--- config.mk ---
export PLATFORM = sky130hd
export DESIGN_NAME = calc_dispatcher_flat
export DESIGN_NICKNAME = d
export VERILOG_FILES = /design/src/rtl/calc_pkg.sv /design/src/rtl/calc_dispatcher_if.sv /design/src/rtl/op_fifo.sv /design/src/rtl/calc_dispatcher.sv /design/src/flat_wrapper.sv
export SDC_FILE = /design/constraint.sdc
export NUM_CORES = 1
export LEC_CHECK = 0
export ABC_AREA = 1
export ABC_CLOCK_PERIOD_IN_PS = 2200
export CAP_MARGIN = 20
export CORE_UTILIZATION = 55
export CTS_BUF_LIST = sky130_fd_sc_hd__clkbuf_8
export DETAILED_ROUTE_END_ITERATION = 10
export PLACE_DENSITY = 0.88
export SKIP_LAST_GASP = 1
export SLEW_MARGIN = 0
export SYNTH_ARGS = -nofsm -noshare
export SYNTH_HDL_FRONTEND = slang
export SYNTH_HIERARCHICAL = 1
export SYNTH_SLANG_ARGS = --single-unit
--- constraint.sdc ---
create_clock -name clk_i -period 2.2 [get_ports clk_i]
set_input_delay 0.33 -clock clk_i [delete_from_list [all_inputs] [get_ports clk_i]]
set_output_delay 0.33 -clock clk_i [all_outputs]
set_load 0.005 [all_outputs]
--- src/rtl/calc_pkg.sv ---
`default_nettype none
// ============================================================================
// Module   : calc_pkg
// Purpose  : Shared widths, FSM state encoding and operand-pair type for the
//            calculator dispatcher.
// Revision : 1.0 - initial release
// ============================================================================
package calc_pkg;

   localparam int c_OP_W  = 8;
   localparam int c_RES_W = 16;

   typedef logic [2:0] state_t;

   localparam state_t c_ST_IDLE      = 3'd0;
   localparam state_t c_ST_START     = 3'd1;
   localparam state_t c_ST_WAIT_BUSY = 3'd2;
   localparam state_t c_ST_WAIT_DONE = 3'd3;
   localparam state_t c_ST_HOLD      = 3'd4;

   // Operand a sits in the upper half of a FIFO entry.
   typedef struct packed {
      logic [c_OP_W-1:0] a;
      logic [c_OP_W-1:0] b;
   } op_pair_t;

endpackage
`default_nettype wire

--- src/rtl/calc_dispatcher_if.sv ---
`default_nettype none
// ============================================================================
// Module   : calc_dispatcher_if
// Purpose  : Operand input, calculator and result handshake signals of the
//            dispatcher. slave = dispatcher view, master = environment view.
// Revision : 1.0 - initial release
// ============================================================================
interface calc_dispatcher_if;
   import calc_pkg::*;

   logic                 in_valid_i;
   logic                 in_ready_o;
   logic [c_OP_W-1:0]    in_a_i;
   logic [c_OP_W-1:0]    in_b_i;
   logic                 calc_start_o;
   logic [c_OP_W-1:0]    calc_a_o;
   logic [c_OP_W-1:0]    calc_b_o;
   logic                 calc_busy_i;
   logic [c_RES_W-1:0]   calc_y_i;
   logic                 out_valid_o;
   logic                 out_ready_i;
   logic [c_RES_W-1:0]   out_y_o;

   modport slave (
      input  in_valid_i, in_a_i, in_b_i, calc_busy_i, calc_y_i, out_ready_i,
      output in_ready_o, calc_start_o, calc_a_o, calc_b_o, out_valid_o, out_y_o
   );

   modport master (
      output in_valid_i, in_a_i, in_b_i, calc_busy_i, calc_y_i, out_ready_i,
      input  in_ready_o, calc_start_o, calc_a_o, calc_b_o, out_valid_o, out_y_o
   );

endinterface
`default_nettype wire

--- src/rtl/op_fifo.sv ---
`default_nettype none
// ============================================================================
// Module   : op_fifo
// Purpose  : Power-of-two synchronous FIFO with occupancy count. Push when
//            full and pop when empty are ignored; the head is read
//            combinationally.
// Revision : 1.0 - initial release
// ============================================================================
module op_fifo #(
   parameter int DEPTH = 4,
   parameter int WIDTH = 16
) (
   input  wire logic                     clk_i,
   input  wire logic                     rst_i,
   input  wire logic                     push,
   input  wire logic                     pop,
   input  wire logic [WIDTH-1:0]         din,
   output logic      [WIDTH-1:0]         dout,
   output logic                          full,
   output logic                          empty,
   output logic      [$clog2(DEPTH):0]   count
);

   localparam int                 c_PTR_W = $clog2(DEPTH);
   localparam logic [c_PTR_W:0]   c_FULL  = (c_PTR_W+1)'(DEPTH);

   logic [WIDTH-1:0]   r_mem [DEPTH];
   logic [c_PTR_W-1:0] r_wr_ptr;
   logic [c_PTR_W-1:0] r_rd_ptr;
   logic [c_PTR_W:0]   r_count;
   logic               w_do_push;
   logic               w_do_pop;

   assign full      = (r_count == c_FULL);
   assign empty     = (r_count == '0);
   assign count     = r_count;
   assign dout      = r_mem[r_rd_ptr];
   assign w_do_push = push && !full;
   assign w_do_pop  = pop && !empty;

   // Storage needs no reset: an entry is only read after it was written.
   always_ff @(posedge clk_i) begin
      if (w_do_push) r_mem[r_wr_ptr] <= din;
   end

   // Pointers wrap naturally at DEPTH; simultaneous push/pop keeps the count.
   always_ff @(posedge clk_i or negedge rst_i) begin
      if (!rst_i) begin
         r_wr_ptr <= '0;
         r_rd_ptr <= '0;
         r_count  <= '0;
      end else begin
         if (w_do_push) r_wr_ptr <= r_wr_ptr + 1'b1;
         if (w_do_pop)  r_rd_ptr <= r_rd_ptr + 1'b1;
         case ({w_do_push, w_do_pop})
            2'b10:   r_count <= r_count + 1'b1;
            2'b01:   r_count <= r_count - 1'b1;
            default: r_count <= r_count;
         endcase
      end
   end

endmodule
`default_nettype wire

--- src/rtl/calc_dispatcher.sv ---
`default_nettype none
// ============================================================================
// Module   : calc_dispatcher
// Purpose  : Queues operand pairs and feeds them one at a time to an external
//            multi-cycle calculator, capturing each result for a downstream
//            valid/ready consumer.
// Options  : CALC_DISPATCHER_TIMEOUT_EN - abort a calculator operation after
//            TIMEOUT wait cycles and raise the sticky err_o flag.
// Revision : 1.0 - initial release
// ============================================================================
module calc_dispatcher
   import calc_pkg::*;
#(
   parameter int DEPTH   = 4,
   parameter int TIMEOUT = 255
) (
   input  wire logic                    clk_i,
   input  wire logic                    rst_i,
   calc_dispatcher_if.slave             bus,
   output logic      [$clog2(DEPTH):0]  count_o,
   output logic                         err_o
);

   if ((DEPTH < 2) || (DEPTH > 16) || ((DEPTH & (DEPTH - 1)) != 0) || (TIMEOUT < 1))
   begin : g_bad_params
      $error("calc_dispatcher: DEPTH must be a power of two in 2..16 and TIMEOUT >= 1");
   end

   state_t              r_state;
   state_t              w_next;
   op_pair_t            w_in_pair;
   op_pair_t            w_head;
   logic                w_fifo_full;
   logic                w_fifo_empty;
   logic                w_fifo_pop;
   logic                w_start;
   logic                w_load_y;
   logic                w_out_valid;
   logic                w_tmo_drop;
   logic [c_OP_W-1:0]   r_calc_a;
   logic [c_OP_W-1:0]   r_calc_b;
   logic [c_RES_W-1:0]  r_out_y;

   assign w_in_pair = {bus.in_a_i, bus.in_b_i};

   op_fifo #(
      .DEPTH (DEPTH),
      .WIDTH ($bits(op_pair_t))
   ) u_fifo (
      .clk_i (clk_i),
      .rst_i (rst_i),
      .push  (bus.in_valid_i),
      .pop   (w_fifo_pop),
      .din   (w_in_pair),
      .dout  (w_head),
      .full  (w_fifo_full),
      .empty (w_fifo_empty),
      .count (count_o)
   );

`ifdef CALC_DISPATCHER_TIMEOUT_EN
   localparam int                  c_TMO_W    = $clog2(TIMEOUT + 1);
   localparam logic [c_TMO_W-1:0]  c_TMO_LAST = c_TMO_W'(TIMEOUT - 1);

   logic [c_TMO_W-1:0]  r_tmo_cnt;
   logic                r_err;
   logic                w_waiting;

   assign w_waiting  = (r_state == c_ST_WAIT_BUSY) || (r_state == c_ST_WAIT_DONE);
   // A normal exit in the last allowed cycle still wins over the timeout.
   assign w_tmo_drop = (r_tmo_cnt == c_TMO_LAST) &&
                       (((r_state == c_ST_WAIT_BUSY) && !bus.calc_busy_i) ||
                        ((r_state == c_ST_WAIT_DONE) &&  bus.calc_busy_i));
   assign err_o      = r_err;

   // Wait-cycle counter, restarted whenever the FSM is outside the wait states.
   always_ff @(posedge clk_i or negedge rst_i) begin
      if (!rst_i) begin
         r_tmo_cnt <= '0;
         r_err     <= 1'b0;
      end else begin
         r_tmo_cnt <= w_waiting ? r_tmo_cnt + 1'b1 : '0;
         if (w_tmo_drop) r_err <= 1'b1;
      end
   end
`else
   assign w_tmo_drop = 1'b0;
   assign err_o      = 1'b0;
`endif

   // State register.
   always_ff @(posedge clk_i or negedge rst_i) begin
      if (!rst_i) r_state <= c_ST_IDLE;
      else        r_state <= w_next;
   end

   // Next-state logic.
   always_comb begin
      w_next = r_state;
      case (r_state)
         c_ST_IDLE:      if (!w_fifo_empty) w_next = c_ST_START;
         c_ST_START:     w_next = c_ST_WAIT_BUSY;
         c_ST_WAIT_BUSY: if (bus.calc_busy_i)  w_next = c_ST_WAIT_DONE;
                         else if (w_tmo_drop)  w_next = c_ST_IDLE;
         c_ST_WAIT_DONE: if (!bus.calc_busy_i) w_next = c_ST_HOLD;
                         else if (w_tmo_drop)  w_next = c_ST_IDLE;
         c_ST_HOLD:      if (bus.out_ready_i)  w_next = c_ST_IDLE;
         default:        w_next = c_ST_IDLE;
      endcase
   end

   // Output decode; out_valid is exactly "in HOLD", so IDLE never sees it set.
   always_comb begin
      w_fifo_pop  = 1'b0;
      w_start     = 1'b0;
      w_load_y    = 1'b0;
      w_out_valid = 1'b0;
      case (r_state)
         c_ST_IDLE:      w_fifo_pop  = !w_fifo_empty;
         c_ST_START:     w_start     = 1'b1;
         c_ST_WAIT_DONE: w_load_y    = !bus.calc_busy_i;
         c_ST_HOLD:      w_out_valid = 1'b1;
         default:        w_fifo_pop  = 1'b0;
      endcase
   end

   // Operands latch on pop and stay put until the next pop, covering the
   // calculator's late sampling; the result latches on completion only.
   always_ff @(posedge clk_i or negedge rst_i) begin
      if (!rst_i) begin
         r_calc_a <= '0;
         r_calc_b <= '0;
         r_out_y  <= '0;
      end else begin
         if (w_fifo_pop) begin
            r_calc_a <= w_head.a;
            r_calc_b <= w_head.b;
         end
         if (w_load_y) r_out_y <= bus.calc_y_i;
      end
   end

   assign bus.in_ready_o   = !w_fifo_full;
   assign bus.calc_start_o = w_start;
   assign bus.calc_a_o     = r_calc_a;
   assign bus.calc_b_o     = r_calc_b;
   assign bus.out_valid_o  = w_out_valid;
   assign bus.out_y_o      = r_out_y;

endmodule
`default_nettype wire

--- src/flat_wrapper.sv ---
// flat-port wrapper written by rule: the top's interface ports become plain ports
module calc_dispatcher_flat import calc_pkg::*;
#(
   parameter int DEPTH   = 4,
   parameter int TIMEOUT = 255
)
  (clk_i, rst_i, count_o, err_o, bus_in_valid_i, bus_in_a_i, bus_in_b_i, bus_calc_busy_i, bus_calc_y_i, bus_out_ready_i, bus_in_ready_o, bus_calc_start_o, bus_calc_a_o, bus_calc_b_o, bus_out_valid_o, bus_out_y_o);
  calc_dispatcher_if bus_i ();
  input  wire logic clk_i;
  input  wire logic rst_i;
  output logic      [$clog2(DEPTH):0] count_o;
  output logic err_o;
  input wire logic [$bits(bus_i.in_valid_i)-1:0] bus_in_valid_i;
  input wire logic [$bits(bus_i.in_a_i)-1:0] bus_in_a_i;
  input wire logic [$bits(bus_i.in_b_i)-1:0] bus_in_b_i;
  input wire logic [$bits(bus_i.calc_busy_i)-1:0] bus_calc_busy_i;
  input wire logic [$bits(bus_i.calc_y_i)-1:0] bus_calc_y_i;
  input wire logic [$bits(bus_i.out_ready_i)-1:0] bus_out_ready_i;
  output wire logic [$bits(bus_i.in_ready_o)-1:0] bus_in_ready_o;
  output wire logic [$bits(bus_i.calc_start_o)-1:0] bus_calc_start_o;
  output wire logic [$bits(bus_i.calc_a_o)-1:0] bus_calc_a_o;
  output wire logic [$bits(bus_i.calc_b_o)-1:0] bus_calc_b_o;
  output wire logic [$bits(bus_i.out_valid_o)-1:0] bus_out_valid_o;
  output wire logic [$bits(bus_i.out_y_o)-1:0] bus_out_y_o;
  assign bus_i.in_valid_i = bus_in_valid_i;
  assign bus_i.in_a_i = bus_in_a_i;
  assign bus_i.in_b_i = bus_in_b_i;
  assign bus_i.calc_busy_i = bus_calc_busy_i;
  assign bus_i.calc_y_i = bus_calc_y_i;
  assign bus_i.out_ready_i = bus_out_ready_i;
  assign bus_in_ready_o = bus_i.in_ready_o;
  assign bus_calc_start_o = bus_i.calc_start_o;
  assign bus_calc_a_o = bus_i.calc_a_o;
  assign bus_calc_b_o = bus_i.calc_b_o;
  assign bus_out_valid_o = bus_i.out_valid_o;
  assign bus_out_y_o = bus_i.out_y_o;
  calc_dispatcher #(.DEPTH(DEPTH), .TIMEOUT(TIMEOUT)) u_core (.clk_i(clk_i), .rst_i(rst_i), .bus(bus_i), .count_o(count_o), .err_o(err_o));
endmodule
Yosys cells after proc, flatten, opt, wreduce, memory -nomap -nowiden
Memory sizes are Yosys's and may differ from the RTL's. A register that Yosys moved wholly into a read port is not among the register bits.
Index checks and enable logic that the tools add are counted.
Word-level totals
  input bits: 37
  memories: 1
  flip-flop bits (word level): 26
  output and inout port bits: 39
  memory bits (writable): 64
Cells by class
  eq/ne operators: 11
  multiplexer cells: 12
  add/subtract/negate cells: 4
  reduce and logical (&&, ||, !) cells: 10
Memory list
  u_core.u_fifo.r_mem: words 4, width 16, rd ports 1, clocked after memory_dff 1, write ports 1, line op_fifo.sv:27  | logic [WIDTH-1:0] r_mem [DEPTH];
Operators by type and width (number)
  3-bit one-hot mux with 5 select lines: 1
  3-bit two-way mux: 4
  2-bit != test, second input constant: 4
  3-bit by 2-bit == test with 1-bit output, second input constant: 2
  3-bit == test, second input constant: 2
  3-bit zero test: 2
  1-bit two-way mux: 6
  3-bit one-hot mux with 2 select lines: 1
  2-bit by 1-bit adder with 2-bit output, second input constant: 2
  1-bit zero test: 4
  4-bit AND reduction: 1
  3-bit by 1-bit adder with 3-bit output, second input constant: 1
  3-bit by 1-bit == test with 1-bit output, second input constant: 1
  3-bit by 1-bit subtractor with 3-bit output, second input constant: 1
  2-bit by 1-bit == test with 1-bit output, second input constant: 1
  2-bit == test, second input constant: 1
  1-bit logical AND: 2
  2-bit nonzero test: 1

Longest topological paths before layout
Gate-level depths: netlist of run 1.
  word-level depth: 6
  depth in mapped cells: 17

Cells and area by module
Netlist of run 1, hierarchy kept.
Modules (own cells, without submodules)
  op_fifo: area an instance 3196.8 µm², times used 1, cells an instance 248, seq. area each 2097.0 µm²
  calc_dispatcher: area an instance 1552.7 µm², times used 1, cells an instance 169, seq. area each 875.8 µm²

Worst setup path before layout of run 1
OpenSTA, ideal clock, no wires.
  path kind: register to register
  start point: register u_core.u_fifo.r_count[0], in the netlist u_core/u_fifo/count[0]
  end point: register u_core.u_fifo.r_count[2], in the netlist u_core/u_fifo/count[2]
  path slack: 0.095 ns
  period minus slack after synthesis: 2.105 ns
  buffers on the path: 1
  data arrival time: 1.988 ns
  library setup time: 0.117 ns
  cell stages (with the launch flop): 17
  cells stage by stage: dfrtp_1 > inv_2 > nand3_1 > inv_1 > inv_1 > nand3_4 > inv_4 > buf_8 > nand2_1 > inv_1 > ha_1 > inv_1 > fa_1 > nand2_1 > nand3_1 > nand2_1 > nand2_1
Between the ends
  word-level cells in the longest chain between the ends: 6
  elaborated cells between the ends (all ways): 13
RTL lines
  start: declaration: line op_fifo.sv:30  | logic [c_PTR_W:0] r_count;
  start signal: assignment: line op_fifo.sv:56  | 2'b10: r_count <= r_count + 1'b1;
  start signal: assignment: line op_fifo.sv:57  | 2'b01: r_count <= r_count - 1'b1;
  start signal: assignment: line op_fifo.sv:58  | default: r_count <= r_count;
  3-bit zero test *: line op_fifo.sv:35  | assign empty = (r_count == '0);
  via u_core.w_fifo_empty: line calc_dispatcher.sv:34  | logic w_fifo_empty;
  1-bit zero test *
  1-bit two-way mux *: line calc_dispatcher.sv:118  | case (r_state)
  via u_core.w_fifo_pop: line calc_dispatcher.sv:35  | logic w_fifo_pop;
  1-bit logical AND *: line op_fifo.sv:39  | assign w_do_pop = pop && !empty;
  via u_core.u_fifo.w_do_pop: line op_fifo.sv:32  | logic w_do_pop;
  2-bit by 1-bit == test with 1-bit output or 2-bit == test (tied branches): line op_fifo.sv:55  | case ({w_do_push, w_do_pop})
  3-bit one-hot mux with 2 select lines or 2-bit nonzero test (tied branches)
Mark *: on every way through the listed nets, which the timed path passes. The rest lies on a longest branch.
A chain may end at the register's enable or synchronous reset.

Worst setup path after layout of run 1
  start point: register u_core.r_state[0]
  end point: output port bus_out_valid_o
Between the ends
  word-level cells in the longest chain between the ends: 2
RTL lines
  start: declaration: line calc_dispatcher.sv:29  | state_t r_state;
  start signal: assignment: line calc_dispatcher.sv:93  | if (!rst_i) r_state <= c_ST_IDLE;
  start signal: assignment: line calc_dispatcher.sv:94  | else r_state <= w_next;
  3-bit == test: line calc_dispatcher.sv:118
  1-bit two-way mux: line calc_dispatcher.sv:118
  end: declaration: line flat_wrapper.sv:23  | output wire logic [$bits(bus_i.out_valid_o)-1:0] bus_out_valid_o;
Every way passes these cells.

==> results of run 1 <==
-- flip-flops by register name, summed over array words and instances (netlist names) --
| register | cells |
|---|---|
| u_core/r_state | 3 |
| u_core/bus.calc_a_o | 8 |
| u_core/bus.out_y_o | 16 |
| u_core/u_fifo/r_mem | 64 |
| u_core/bus.calc_b_o | 8 |
| u_core/u_fifo/count | 3 |
| u_core/u_fifo/r_wr_ptr | 2 |
| u_core/u_fifo/r_rd_ptr | 2 |
-- layout make-up --
type,instances,area (sq um)
clock inverters,7,78.8
multi-input cells,219,1330
inverters,75,289
well taps,105,131
fillers,560,2510
flip-flops and latches,106,2970
repair buffers,88,868
clock buffers,9,124
-- metal layers --
layer	wire (um)	global-route usage	up-vias
li1	-	-	1506
met1	3720	0.256	1433
met2	4490	0.368	87
met3	490	0.0411	19
met4	219	0.114	0
met5	0	0	-
-- layout by cell type (no fill, tap or decap), types with 3 or more instances in the layout --
master / n
ha_1: 5
clkdlybuf4s50_1: 73
inv_2: 4
clkbuf_8: 9
nand2_2: 7
edfxtp_1: 64
o21ai_2: 13
o21ai_1: 3
nand2_1: 130
nor2_1: 5
o211ai_2: 32
nand3_1: 11
inv_1: 69
buf_4: 11
dfrtp_1: 42
-- worst min path at each step --
stage	from	endpoint	slack [ns]	depth (start not counted)
after floorplan	rst_i	u_core/bus.calc_a_o[0]$_DFFE_PN0P_	0.03	0
after global placement	rst_i	u_core/bus.out_y_o[15]$_DFFE_PN0P_	0.26	1
after detailed placement	rst_i	u_core/bus.out_y_o[15]$_DFFE_PN0P_	0.26	1
after CTS	rst_i	u_core/bus.out_y_o[15]$_DFFE_PN0P_	0.39	2
after global routing	rst_i	u_core/bus.out_y_o[15]$_DFFE_PN0P_	0.43	2
final	rst_i	u_core/bus.out_y_o[15]$_DFFE_PN0P_	0.39	2
-- timing repair --
item                                   4_1_cts  5_1_grt
hold buffers                                 1        0
gates resized for setup                      0        1
endpoints found under the hold margin       13        0
setup endpoints to repair                    0        1
buffers inserted                             0        1
-- worst max-delay path, cell delays in order (launching register included) --
cell and delay [ns]:
dfrtp_1 0.52, nor3_1 0.28, clkdlybuf4s50_1 0.54
-- metrics by stage --
stage          utilization  hold slack (ns)
2_1_floorplan            -           0.0344
3_3_place_gp         0.670            0.256
3_5_place_dp         0.670            0.264
4_1_cts              0.696            0.390
5_1_grt              0.698            0.429
6_report             0.698            0.394
-- power by group through the flow --
stage,clock [mW],combinational (mW),sequential [mW]
6_report,1.19,3.20,3.08
5_1_grt,1.31,3.54,3.15
4_1_cts,1.22,3.20,3.09
3_5_place_dp,0,3.18,3.12
3_3_place_gp,0,3.04,3.09
2_1_floorplan,0,2.08,3.07
-- kinds of logic after synthesis --
kind of cell | count (synthesis) | synth area share
xor+xnor | 1 | 0.00184
compound gates | 50 | 0.114
simple gates | 161 | 0.144
fa+ha+maj | 6 | 0.0174
buf+inv | 92 | 0.0962
other cells | 1 | 0.000790
flops | 106 | 0.626
==> out/results.ini, run 1 <==
[final_layout]
final_cells = 609
drive_gt1_frac = 0.185
antenna_cells = 0
syn_to_final_growth_pct = 21.9
fin_nets = 542
final_cell_area_sq_um = 5790

[logic_synthesis]
async_flop_share = 0.396
ys_ff_latch = 106
synth_ff_type = edfxtp_1
synthDistinctLibCells = 27
synth_warnings = 6
synth-edff-count = 64
syn_inst = 417
synth_most_common_cell = nand2_1
synth_top_area_cell = edfxtp_1
synth.avg_cell_area_sq_um = 11.4
synth.top_cells.by_area = edfxtp_1 (40%), dfrtp_1 (22%), nand2_1 (10%), o211ai_2 (8.4%), inv_1 (5.5%)
ys_seq_area_frac = 0.626
yosys.area.top_type_share = 0.405
synth_area_sq_um = 4750
syn_nets = 460
synth_common_cells = nand2_1 (130), inv_1 (69), edfxtp_1 (64), dfrtp_1 (42), o211ai_2 (32)

[placement]
gp_congestion = 0.798
dpl_cell_area_sq_um = 5560
place_worst_setup_slack_ns = 0.146
io_buffer_count = 74
placed_cells = 591
dp_hpwl_um = 6020

[worst_setup_path]
crit_start = u_core/r_state[0]$_DFFE_PN0P_
crit_path_end_kind = output port
endpoint = bus_out_valid_o
crit_type = reg -> out
rr_endpoint = u_core/u_fifo/count[2]$_DFFE_PN0P_
reg2reg_from = u_core/u_fifo/count[1]$_DFFE_PN0P_
cp_max_fo = 8
r2r_cells = 15
cp-start-kind = flop
cp_data_arrival_time_ns = 1.72
required_ns = 1.87
reg2reg_slack_ns = 0.17

[cts]
clk_pin_slew_ns = 0.10
clockRootBuffer = clkbuf_8
cts_tree = yes
clock_sinks = 106
htree_levels = 3
cts_buffer_depth = 2
clock_latency_ns = 0.37
cts_buffers = 9

[die]
dieWidth_um = 94.9
initial_core_util = 0.572
design.die.area_sq_um = 9010
die_height_um = 94.9
ioPinCount = 76
rows = 33
core_area_sq_um = 8300

[global_route]
grt_pass1_vias = 3079
grt_max_degree = 34
grt-ovfl-total = 0
grt_use_total = 0.215
antenna_found_initial = 0
grt_pass1_wl_um = 14200

[job]
max_cap_viol_count = 0

[detailed_routing]
drt_iter0_markers = 178
ant_nets = 0
post_drt_via_cell_ratio = 5.00
vias = 3045
wirelength_um = 8920
drc_errors = 0
drt_pass1_iterations = 4
wire_per_inst_um = 14.7

[pwr]
p_clk_frac = 0.160
ir_drop_mv = 0.848
total_power_mw = 7.47
intPower_mw = 4.72
sw_frac_of_total = 0.368
p_sw_mw = 2.75
cellLeakagePower_nw = 2.62
p_per_area_nw_per_um2 = 1290
p_comb_frac = 0.428
p_seq_frac = 0.413

[timing]
setup_ws_ns = 0.155
slew_viol_final = 0
tns_ns = 0
rsz0062_at_grt = no
finalCritPeriodShare = 0.930
finClkSkew_ns = 0.00728
setup_viol = 0
fmax_mhz = 489
period_needed_ns = 2.05
hold_violations = 0

[outcome]
status = finished clean

[worst_hold_path]
holdCritPathClass = in -> async

No activity file was read; power rests on OpenSTA's default activity.
==> run 2, diff against run 1 <==
Settings changed: CELL_PAD_IN_SITES_DETAIL_PLACEMENT set to 1, CELL_PAD_IN_SITES_GLOBAL_PLACEMENT set to 2, CORE_UTILIZATION 55 to 36, PLACE_DENSITY 0.88 to 0.87.
==> run 2 against run 1 <==
Against the previous run:
- power rose by 1.2%
- via count rose by 1.3%
- sequential power barely moved
- global-route usage fell by 5.4 points
- routed wire length rose by 15%
- setup slack got worse by 0.014 ns
- die area rose by 52%
- register-to-register slack got worse by 0.03 ns
- combinational power rose by 1%
- critical path type is now reg -> reg
- largest cell class unchanged
==> out/results.ini, run 2 (synthesis gave the netlist of run 1 again) <==
[final_layout]
drive_gt1_frac = 0.185
syn_to_final_growth_pct = 23.2
fin_nets = 541
largest_register_ffs = 64
fillers = 1438
final_cells = 675
antenna_cells = 0
regMostFlops = u_core/u_fifo/r_mem
final_common_cell = nand2_1
final_cell_mix = nand2_1 (130), clkdlybuf4s50_1 (73), inv_1 (69)

[detailed_routing]
drt_iter0_markers = 107
post_drt_via_cell_ratio = 4.57
drt_pass1_iterations = 4
vias = 3086
drc_errors = 0
wire_per_inst_um = 15.3
ant_nets = 0
wirelength_um = 10300

[timing]
tns_ns = 0
setup_viol = 0
relSlewSlack = 0.603
setup_ws_ns = 0.140
period_needed_ns = 2.06
slew_viol_final = 0
fmax_mhz = 486
fin_hold_ws_ns = 0.0199
rsz0062_at_grt = yes
finalCritPeriodShare = 0.936
tightestPinTransition_ns = 0.595
hold_violations = 0
finClkSkew_ns = 0.00957

[pwr]
intPower_mw = 4.71
p_seq_frac = 0.410
p_clk_frac = 0.162
p_sw_mw = 2.85
p_comb_frac = 0.428
p_per_area_nw_per_um2 = 1290
ir_drop_mv = 0.543
sw_frac_of_total = 0.377
cellLeakagePower_nw = 2.60
total_power_mw = 7.57

[cts]
cts_buffers = 9
htree_levels = 3
clk_pin_slew_ns = 0.11
clockRootBuffer = clkbuf_8
cts_tree = yes
clock_latency_ns = 0.38
ctsHoldBuffers = 0
cts_buffer_depth = 2
clock_sinks = 106

[placement]
io_buffer_count = 74
place_worst_setup_slack_ns = 0.0263
placed_cells = 657
gp_congestion = 0.678
dp_hpwl_um = 6950

[worst_setup_path]
crit_type = reg -> reg
rr_endpoint = u_core/u_fifo/count[2]$_DFFE_PN0P_
r2r_cells = 15
cp_max_fo = 4
crit_path_end_kind = flop
required_ns = 2.47
worst-path-buf-inv = 6
cpPeakStageDelay_ns = 0.39
crit_family = simple AND/OR/NAND/NOR gates
reg2reg_from = u_core/u_fifo/count[1]$_DFFE_PN0P_
cp_data_arrival_time_ns = 2.33
reg2reg_slack_ns = 0.14
cp-start-kind = flop
cp_cell_sequence = inv_2, nand3_2, inv_1, inv_1, nand3_4, inv_4, nand2_1, inv_1, ha_1, inv_1, fa_2, nand2_1, nand3_1, nand2_1, nand2_1
cp_slowest_cell = dfrtp_1

[die]
rows = 41
ioPinCount = 76
die_height_um = 117
dieWidth_um = 117
core_area_sq_um = 12700
initial_core_util = 0.373
design.die.area_sq_um = 13700

[global_route]
grt_busiest_layer = met2
antenna_found_initial = 0
grt_use_total = 0.161
gr-usage-met1 = 0.201
grt_pass1_vias = 3256
grt_max_degree = 43
grt_pass1_wl_um = 16100
grt_use_met3 = 0.0340
use_met2 = 0.271
grt-ovfl-total = 0

[outcome]
status = finished clean

[job]
max_cap_viol_count = 0

[worst_hold_path]
holdCritPathClass = in -> async

[run 2: per-layer routing]
metal | vias to the layer above | part of all wire
li1 | 1501 | -
met1 | 1484 | 0.46
met2 | 83 | 0.48
met3 | 18 | 0.045
met4 | 0 | 0.018
met5 | - | 0
[run 2: repair_timing]
| action | 4_1_cts | 5_1_grt |
|---|---|---|
| resized for setup | 0 | 3 |
| endpoints found under the setup margin | 1 | 2 |
| endpoints found under the hold margin | 0 | 0 |
| setup buffers | 1 | 1 |
[run 2: worst max-delay path by stage]
| stage | start | end | slack [ns] | cells after the start |
|---|---|---|---|---|
| 6_report | u_core/u_fifo/count[1]$_DFFE_PN0P_ | u_core/u_fifo/count[2]$_DFFE_PN0P_ | 0.14 | 15 |
| 5_1_grt | u_core/u_fifo/count[1]$_DFFE_PN0P_ | u_core/u_fifo/count[2]$_DFFE_PN0P_ | -0.03 | 15 |
| 4_1_cts | u_core/u_fifo/count[0]$_DFFE_PN0P_ | u_core/u_fifo/count[2]$_DFFE_PN0P_ | 0.01 | 15 |
| 3_5_place_dp | u_core/u_fifo/count[2]$_DFFE_PN0P_ | u_core/u_fifo/count[2]$_DFFE_PN0P_ | 0.03 | 15 |
| 3_3_place_gp | u_core/u_fifo/count[2]$_DFFE_PN0P_ | u_core/u_fifo/count[2]$_DFFE_PN0P_ | 0.22 | 15 |
| 2_1_floorplan | u_core/u_fifo/count[0]$_DFFE_PN0P_ | u_core/u_fifo/count[2]$_DFFE_PN0P_ | 0.1 | 16 |
[run 2: cell type report]
cell class	count	area (sq um)	share of cell area
Sequential cell	106	2970	0.508
Clock buffer	9	124	0.0212
Multi-Input combinational cell	219	1330	0.227
Inverter	75	289	0.0494
Tap cell	172	215	0.0368
Timing Repair Buffer	87	846	0.145
Clock inverter	7	75.1	0.0128
[run 2: metrics by stage]
stage          utilization  area [sq um]
3_5_place_dp         0.442          5630
4_1_cts              0.459          5830
2_1_floorplan            -          4750
6_report             0.460          5850
5_1_grt              0.460          5850
3_3_place_gp         0.442          5630
[run 2: power by group through the flow]
stage               logic (mW)  clock network (mW)  registers [mW]
floorplan                 2.08                   0            3.07
global placement          3.08                   0            3.12
CTS                       3.26                1.27            3.12
global route              3.63                1.32            3.16
detailed placement        3.22                   0            3.16
finish                    3.24                1.23            3.10
==> run 3, diff against run 2 <==
Settings changed: MAX_ROUTING_LAYER set to met4, SETUP_SLACK_MARGIN set to 0.15.
==> run 3 against run 2 <==
Against the previous run:
- final cell count rose by 0.59%
- via count fell by 0.97%
- routed wire length fell by 0.88%
- sequential share of layout area fell by 0.44 points
- largest power group unchanged
==> out/results.ini, run 3 (synthesis gave the netlist of run 1 again) <==
[pwr]
total_power_mw = 7.57
p_comb_frac = 0.448
p_seq_frac = 0.404
ir_drop_mv = 0.409
p_sw_mw = 2.88
intPower_mw = 4.69
sw_frac_of_total = 0.380
p_clk_frac = 0.148
cellLeakagePower_nw = 2.64
p_per_area_nw_per_um2 = 1280

[worst_setup_path]
crit_start = u_core/u_fifo/count[2]$_DFFE_PN0P_
cpPeakStageDelay_ns = 0.48
cp_cell_sequence = buf_4, nand3_1, inv_1, inv_1, clkdlybuf4s50_1
cp_max_fo = 4
rr_endpoint = u_core/u_fifo/count[2]$_DFFE_PN0P_
crit_path_end_kind = output port
crit_type = reg -> out
cp_slowest_cell = clkdlybuf4s50_1
required_ns = 1.87
cp_data_arrival_time_ns = 1.65
path_common_cell = inv_1
r2r_cells = 12
reg2reg_slack_ns = 0.27
reg2reg_from = u_core/r_state[2]$_DFFE_PN0P_
cp-start-kind = flop

[cts]
ctsHoldBuffers = 0
clockRootBuffer = clkbuf_8
cts_tree = yes
htree_levels = 3
clock_latency_ns = 0.37
clk_pin_slew_ns = 0.11
cts_buffers = 9
cts_buffer_depth = 2
clock_sinks = 106

[timing]
slew_viol_final = 0
tns_ns = 0
tightestPinTransition_ns = 0.807
relSlewSlack = 0.462
fin_hold_ws_ns = 0.0444
period_needed_ns = 1.98
finClkSkew_ns = 0.00964
setup_viol = 0
rsz0062_at_grt = no
hold_violations = 0
finalCritPeriodShare = 0.899
fmax_mhz = 506

[final_layout]
syn_to_final_growth_pct = 24.2
final_cells = 679
fin_nets = 545
final_cell_mix = nand2_1 (128), clkdlybuf4s50_1 (72), inv_1 (67)
fin_util = 0.464
drive_gt1_frac = 0.201
final_common_cell = nand2_1
regMostFlops = u_core/u_fifo/r_mem
largest_register_ffs = 64
antenna_cells = 0

[die]
core_area_sq_um = 12700
ioPinCount = 76
rows = 41
die_height_um = 117
initial_core_util = 0.373
dieWidth_um = 117
design.die.area_sq_um = 13700

[placement]
gp_congestion = 0.799
placed_cells = 660
dp_hpwl_um = 6920
io_buffer_count = 74

[detailed_routing]
drc_errors = 0
ant_nets = 0
drt_pass1_iterations = 4
wirelength_um = 10200
vias = 3056
wire_per_inst_um = 15.0
drt_iter0_markers = 130
post_drt_via_cell_ratio = 4.50

[job]
max_cap_viol_count = 0

[global_route]
antenna_found_initial = 0
grt_max_degree = 35
grt_use_total = 0.171
grt-ovfl-total = 0
grt_pass1_wl_um = 16700
grt_pass1_vias = 3274

[outcome]
status = finished clean

[worst_hold_path]
holdCritPathClass = in -> async

run 3: layout make-up:
class | count | area [sq um]
fillers | 1424 | 6820
flip-flops and latches | 106 | 2970
multi-input cells | 219 | 1340
repair buffers | 91 | 903
inverters | 75 | 289
well taps | 172 | 215
clock buffers | 9 | 124
clock inverters | 7 | 53.8
run 3: metrics by stage:
| step | worst slack (ns) | area [sq um] |
|---|---|---|
| floorplan | 0.156 | 4750 |
| global placement | 0.285 | 5680 |
| detailed placement | 0.156 | 5680 |
| CTS | 0.151 | 5870 |
| global route | 0.151 | 5900 |
| finish | 0.223 | 5900 |
run 3: worst max-delay path: cells and delay by family, from the launching register on:
kind,cells,cell delay (ns)
buffers and inverters,4,0.74
flip-flops,1,0.39
AND/OR/NAND/NOR,1,0.15
run 3: worst max-delay path by stage:
stage                                          to  slack, ns  depth (start not counted)
3_3_place_gp   u_core/u_fifo/count[2]$_DFFE_PN0P_       0.29                         15
3_5_place_dp   u_core/u_fifo/count[2]$_DFFE_PN0P_       0.16                         15
4_1_cts        u_core/u_fifo/count[2]$_DFFE_PN0P_       0.15                         15
2_1_floorplan  u_core/u_fifo/count[2]$_DFFE_PN0P_       0.16                         16
5_1_grt        u_core/u_fifo/count[2]$_DFFE_PN0P_       0.15                         15
6_report                           bus_in_ready_o       0.22                          5
run 3: power groups by stage:
| stage | sequential [mW] | clock [mW] | combinational (mW) |
|---|---|---|---|
| final | 3.06 | 1.12 | 3.39 |
| after global routing | 3.13 | 1.24 | 3.81 |
| after CTS | 3.07 | 1.17 | 3.41 |
| after detailed placement | 3.12 | 0 | 3.35 |
| after global placement | 3.08 | 0 | 3.20 |
| after floorplan | 3.07 | 0 | 2.09 |
run 3: layer usage:
layer  share of wire  global-route usage  up-vias  wire length, um
li1                -                   -     1506                -
met1            0.44               0.204     1490             4450
met2            0.52               0.294       47             5360
met3           0.024              0.0299       13              246
met4           0.015              0.0523        0              154
met5               0                   -        -                0
run 3: timing repair:
action,in CTS,in global routing
hold endpoints to repair,0,0
setup endpoints to repair,2,3
gates cloned,0,0
buffers inserted,2,1
gates resized for setup,1,10
pin swaps,1,2
